<file path="src/rtl/reg_write_sequencer.sv">
// rtl/reg_write_sequencer.sv - write-side master for a bank of capture registers
// Arm-then-fire strobe per register, valid-flag confirmation with bounded retry.
module reg_write_sequencer #(
  parameter int NUM_REGS  = 4,
  parameter int SETUP_CYC = 1,
  parameter int MAX_RETRY = 2
) (
  input  logic                    clock,
  input  logic                    rst_n,
  input  logic                    wr_req,
  input  logic [1:0]              wr_addr,
  input  logic [3:0]              wr_data,
  input  logic [NUM_REGS-1:0]     valid_in,
  output logic                    busy,
  output logic                    wr_ack,
  output logic                    wr_err,
  output logic [3:0]              data_bus,
  output logic [3*NUM_REGS-1:0]   cap_bus
);

  typedef enum logic [2:0] {
    IDLE  = 3'd0,
    SETUP = 3'd1,
    FIRE  = 3'd2,
    CHECK = 3'd3,
    DONE  = 3'd4,
    ERR   = 3'd5
  } state_t;

  localparam int SCW = (SETUP_CYC > 1) ? $clog2(SETUP_CYC) : 1;
  localparam logic [SCW-1:0] SETUP_LAST = SCW'(SETUP_CYC - 1);
  localparam logic [2:0]     RETRY_MAX  = 3'(MAX_RETRY);
  localparam logic [2:0]     ARM_PAT    = 3'b110;
  localparam logic [2:0]     FIRE_PAT   = 3'b111;

  state_t          state;
  logic [1:0]      addr_q;
  logic [3:0]      data_q;
  logic [2:0]      retry_cnt;
  logic [SCW-1:0]  setup_cnt;
  logic [3:0]      valid_pad;
  logic            addr_legal;

  // Pad the flags to the full address range so any 2-bit index is in bounds.
  always_comb begin
    valid_pad = '0;
    valid_pad[NUM_REGS-1:0] = valid_in;
  end

  assign addr_legal = ({1'b0, wr_addr} < 3'(NUM_REGS));

  function automatic logic [3*NUM_REGS-1:0] slice_pat(input logic [1:0] a, input logic [2:0] p);
    logic [3*NUM_REGS-1:0] v;
    v = '0;
    for (int i = 0; i < NUM_REGS; i++) begin
      if (a == 2'(i)) v[3*i +: 3] = p;
    end
    return v;
  endfunction

  always_ff @(posedge clock or negedge rst_n) begin
    if (!rst_n) begin
      state     <= IDLE;
      busy      <= 1'b0;
      wr_ack    <= 1'b0;
      wr_err    <= 1'b0;
      data_bus  <= '0;
      cap_bus   <= '0;
      addr_q    <= '0;
      data_q    <= '0;
      retry_cnt <= '0;
      setup_cnt <= '0;
    end else begin
      wr_ack <= 1'b0;
      wr_err <= 1'b0;
      case (state)
        IDLE: begin
          busy    <= 1'b0;
          cap_bus <= '0;
          if (wr_req) begin
            addr_q    <= wr_addr;
            data_q    <= wr_data;
            retry_cnt <= '0;
            busy      <= 1'b1;
            if (addr_legal) begin
              state     <= SETUP;
              setup_cnt <= '0;
              data_bus  <= wr_data;
              cap_bus   <= slice_pat(wr_addr, ARM_PAT);
            end else begin
              state  <= ERR;
              wr_err <= 1'b1;
            end
          end
        end
        SETUP: begin
          if (setup_cnt == SETUP_LAST) begin
            state   <= FIRE;
            cap_bus <= slice_pat(addr_q, FIRE_PAT);
          end else begin
            setup_cnt <= setup_cnt + 1'b1;
          end
        end
        FIRE: begin
          state   <= CHECK;
          cap_bus <= '0;
        end
        CHECK: begin
          if (valid_pad[addr_q]) begin
            state  <= DONE;
            wr_ack <= 1'b1;
          end else if (retry_cnt < RETRY_MAX) begin
            // Re-arm from the latched copy so a retry never depends on live inputs.
            retry_cnt <= retry_cnt + 1'b1;
            state     <= SETUP;
            setup_cnt <= '0;
            data_bus  <= data_q;
            cap_bus   <= slice_pat(addr_q, ARM_PAT);
          end else begin
            state  <= ERR;
            wr_err <= 1'b1;
          end
        end
        DONE: begin
          state <= IDLE;
          busy  <= 1'b0;
        end
        ERR: begin
          state <= IDLE;
          busy  <= 1'b0;
        end
        default: begin
          state   <= IDLE;
          busy    <= 1'b0;
          cap_bus <= '0;
        end
      endcase
    end
  end

endmodule

</file>
<file path="config.mk">
export PLATFORM = sky130hd
export DESIGN_NAME = reg_write_sequencer
export DESIGN_NICKNAME = d
export VERILOG_FILES = /design/src/rtl/reg_write_sequencer.sv
export SDC_FILE = /design/constraint.sdc
export NUM_CORES = 1
export LEC_CHECK = 0
export CORE_MARGIN = 4
export CORE_UTILIZATION = 51
export DETAILED_ROUTE_END_ITERATION = 6
export GPL_TIMING_DRIVEN = 0
export HOLD_SLACK_MARGIN = 0.12
export PLACE_DENSITY = 0.83
export SLEW_MARGIN = 20
export SYNTH_ARGS = -nofsm -noshare
export SYNTH_HDL_FRONTEND = slang
export SYNTH_SLANG_ARGS = --single-unit
</file>
<file path="constraint.sdc">
create_clock -name clock -period 4 [get_ports clock]
set_input_delay 0.8 -clock clock [delete_from_list [all_inputs] [get_ports clock]]
set_output_delay 0.8 -clock clock [all_outputs]
set_load 0.05 [all_outputs]
</file>
======== After elaboration in Yosys (flattened, before gate mapping) ========
Cells that the tools add are included.
cells by class
  $lt $le $gt $ge ......................... 2
  reduce and logical (&&, ||, !) cells .... 12
  eq/ne operators ......................... 15
  bitwise operators ....................... 1
  add/sub/neg operators ................... 2
  muxes and demuxes ....................... 44
operators by type and width
  kind                                                 number
  two-way mux 3 bit                                    19
  two-way mux 12 bit                                   4
  one-hot mux 12 bit (4 select lines)                  1
  two-way mux 4 bit                                    3
  one-hot mux 3 bit (4 select lines)                   1
  AND reduction 4 bit                                  3
  two-way mux 1 bit                                    11
  equality test 2 bit, second input constant           4
  != test 2 bit, second input constant                 4
  one-hot mux 4 bit (2 select lines)                   1
  equality test 3 x 2 -> 1 bit, second input constant  2
  equality test 3 bit, second input constant           2
  one-hot mux 3 bit (2 select lines)                   1
  equality test 2 x 1 -> 1 bit, second input constant  2
  logical NOT 2 bit                                    2
  AND reduction 2 bit                                  2
  adder 3 x 1 -> 3 bit, second input constant          1
  equality test 3 x 1 -> 1 bit, second input constant  1
  logical NOT 3 bit                                    1
  < comparator 2 x 3 -> 1 bit, second input constant   1
  < comparator 3 x 2 -> 1 bit, second input constant   1
  one-hot mux 1 bit (3 select lines)                   1
  nonzero test 3 bit                                   1
  OR reduction 3 bit                                   1
  6 further kinds                                      6
word-level totals
  register bits ........................... 32

======== Longest topological paths before layout ========
  depth in word-level cells ............... 5
  gate-level depth with buffers ........... 5
  mapped depth without buffers ............ 4

======== Worst setup path after synthesis ========
No wires, ideal clock.
  path kind ............................... input-to-reg
  from .................................... input valid_in[3]
  to ...................................... register cap_bus[2]
  stages .................................. 4
  setup slack ............................. 1832 ps
  data arrival time ....................... 2043 ps
  required time ........................... 3875 ps
  cells stage by stage .................... mux4_2 > o31ai_4 > nand2_4 > mux2_4
between the ends
  cells in the longest elaborated chain, start to end .. 4
RTL lines
  item                                     RTL line  source
  from (decl)                              13        input logic [NUM_REGS-1:0] valid_in,
  binary-select mux 1 bit (select 2 bit)   109       if (valid_pad[addr_q]) begin
  two-way mux 1 bit (implied by the code)  109
  != test 2 bit (no line)                  --
  AND reduction 4 bit (no line)            --
  to (signal assigned)                     89        cap_bus <= slice_pat(wr_addr, ARM_PAT);
  to (signal assigned)                     99        cap_bus <= slice_pat(addr_q, FIRE_PAT);
  to (signal assigned)                     118       cap_bus <= slice_pat(addr_q, ARM_PAT);
  to (decl)                                18        output logic [3*NUM_REGS-1:0] cap_bus
No other way between the ends. The select of a mux whose other input is x is not followed.
A chain may end at the register's enable or synchronous reset.

======== Worst setup path after layout ========
  from .................................... register cap_bus[8]
  to ...................................... output cap_bus[8]
No word-level cell between the ends.

==> metrics.md <==
| Metric | Value |
|---|---|
| Die X-Extent | 57.28 um |
| Reg-to-Reg Start | state[1]$_DFFE_PN0P_ |
| Drt pass-1 iters | 4 |
| DRC Markers | 0 |
| Layout cell share with drive strength beyond 1 | 9.868% |
| Hold buffer count at cts | 0 |
| Period utilisation layout | 60.22% |
| Setup crit end kind | primary output |
| Top FF cell, synth | dfrtp_1 |
| Per-cell routed wire length | 15.31 um |
| RSZ-0062 raised after global routing | false |
| Vias post-DR | 1014 |
| Seq pwr share | 32.9% |
| Non-filler cells in the finished layout | 180 |
| Reg2Reg Capture Point | cap_bus[8]$_DFFE_PN0P_ |
| Die area | 3281 um2 |
| CTS sink cnt | 27 |
| Remaining global-route overflow | 0 |
| Setup Skew | 0.003805 ns |
| WHS | 0.4658 ns |
| Worst slack at placement | 1.315 ns |
| Site Rows | 17 |
| Syn_area_per_cell | 10.59 um2 |
| IO Count | 32 |
| Final setup margin | 1.591 ns |
| Vias in the first global route | 1031 |
| P_sw | 0.6761 mW |
| Outcome | finished, final reports clean |
| Global-route wire length before repair | 4788 um |
| NumNets Final | 167 |
| Clk_lat worst skew | 0.31 ns |
| Routed Antenna Nets | 0 |
| Inserted Diodes | 0 |
| Port bufs | 31 |
| Final Cell Area | 1605 um2 |
| Reg2Reg Setup Slack | 1.95 ns |
| DR vias/cell | 5.633 |
| Maximum vdd drop | 0.5639 mV |
| Worst min path class | primary input to asynchronous set/reset pin |
| Yosys reg bits | 27 |
| Fin. Hold Viols | 0 |
| RD Place Congestion | 0.7846 |
| Commonest cells after routing, fill and taps aside | 30 x clkdlybuf4s50_1, 27 x dfrtp_1, 18 x nand2_1 |
| Post-synth EDFFs | 0 |
| Largest net degree at the start of global routing | 28 |
| CP arrival | 1.61 ns |
| Clk pin slew, worst setup/hold paths | 0.14 ns |
| Tot Pwr | 1.400 mW |
| Fin util | 71.20% |
| H-tree depth | 1 |
| Period minus WS final | 2.409 ns |
| Routed Wire Length | 2755 um |
| Post-Syn Nets | 131 |
| Reg2Reg Depth | 5 |
| Initial Utilization | 54.94% |
| Postcts setup bufs | 0 |
| Pwr per Cell Area | 872.2 nW/um2 |
| CTS Buffer Depth | 2 |
| Synth Instances | 117 |
| DIE HEIGHT | 57.28 um |
| F_max | 415.1 MHz |
| Slew margin rel. | 43.75% |
| Worst EP required | 3.20 ns |
| Crit path kind | flop to primary output |
| Post-cts sizing count | 0 |
| Clock Root Buffer | clkbuf_4 |
| Post-DP Area | 1579 um2 |
| Area Overhead vs Synth | 29.60% |
| Clock power share | 8.2% |
| DR iter-0 viols | 27 |
| Inst Count DP | 176 |
| Overall routing resource usage | 18.28% |
| CTS tree | built |
| Fin. max-slew vios | 0 |
| Cell Int Power | 0.7241 mW |
| Register area share after synthesis | 54.55% |
| Post-synth ARST share | 100.0% |
| Cell area after synthesis | 1239 um2 |
| Max FO, Critical Path | 3 |
| Leak | 0.7153 nW |
| Least-Margin Pin Slew | 0.8415 ns |
| Setup crit start kind | flop |
| Combinational power share | 58.9% |
| Setup violations, final | 0 |
| Fin Setup TNS | 0 ns |
| Synth unique cells | 33 |
| Hpwl dp | 2047 um |
| Initial antenna violation count | 0 |
| Num CTS Buffers | 3 |
| Sw Ratio | 48.29% |
| Most common cell after layout, fill and taps aside | clkdlybuf4s50_1 |
| Max cap viols | 0 |
| Ys Warns | 0 |
| Core box area | 2255 um2 |
==> synthesized netlist by cell type, drive strengths merged, types with 2 or more instances <==
library cell	instances	area (um2)
a22o	2	17.52
nor2	13	48.80
a21oi	5	25.02
nand2	19	78.82
dfrtp	27	675.7
a31oi	2	12.51
nor3	3	15.01
inv	4	15.01
clkbuf	4	15.01
mux2	2	30.03
nand2b	3	18.77
a32o	2	20.02
o22ai	4	25.02
o31ai	2	28.78
buf	4	30.03
o21ai	6	30.03
nand3b	2	15.01
==> power groups by stage <==
stage | logic (mW) | registers, mW | clock network, mW
after floorplan | 0.400 | 0.645 | 0
after global placement | 0.800 | 0.457 | 0
after detailed placement | 0.825 | 0.465 | 0
after CTS | 0.828 | 0.459 | 0.117
after global routing | 0.892 | 0.478 | 0.127
final | 0.825 | 0.460 | 0.115
==> layout make-up <==
class	instances	area [um2]
Inverter	4	15.01
Multi-Input combinational cell	78	503.0
Fill cell	178	649.4
Clock buffer	4	26.28
Timing Repair Buffer	31	305.3
Buffer	8	45.04
Tap cell	28	35.03
Sequential cell	27	675.6
==> per-layer routing <==
layer / global-route usage [%] / wire length [um] / vias up
met5: 0 / 0 / -
met4: 4.967 / 31 / 0
met3: 2.262 / 141 / 4
met2: 30.18 / 1397 / 41
met1: 25.51 / 1184 / 489
li1: - / - / 480
==> worst max path at each step <==
stage,slack (ns),cells past startpoint,start,end
6_report,1.59,2,cap_bus[8]$_DFFE_PN0P_,cap_bus[8]
5_1_grt,1.48,5,wr_req,cap_bus[8]$_DFFE_PN0P_
4_1_cts,1.58,2,cap_bus[2]$_DFFE_PN0P_,cap_bus[2]
3_5_place_dp,1.31,5,valid_in[3],cap_bus[2]$_DFFE_PN0P_
3_3_place_gp,1.33,5,valid_in[3],cap_bus[2]$_DFFE_PN0P_
2_1_floorplan,1.83,4,valid_in[3],cap_bus[2]$_DFFE_PN0P_
==> registers in the layout (all words and copies together), names as in the netlist <==
signal / count
addr_q: 2
retry_cnt: 3
data_bus: 4
wr_err: 1
wr_ack: 1
data_q: 4
busy: 1
cap_bus: 8
state: 3
==> worst max-delay path, stage by stage, from the launching register on <==
cell and delay (ns):
dfrtp_1 0.40, buf_4 0.11, clkdlybuf4s50_1 0.79
==> logic make-up after synthesis <==
logic type                 synth area share [%]
DFF                                       54.55
AOI/OAI and AO/OA                         16.77
and+or+nand+nor                           17.88
adders and majority gates                 1.010
buffers and inverters                     4.848
muxes                                     4.242
xor gates and xnor gates                 0.7072
No activity file was read; power rests on OpenSTA's default activity.
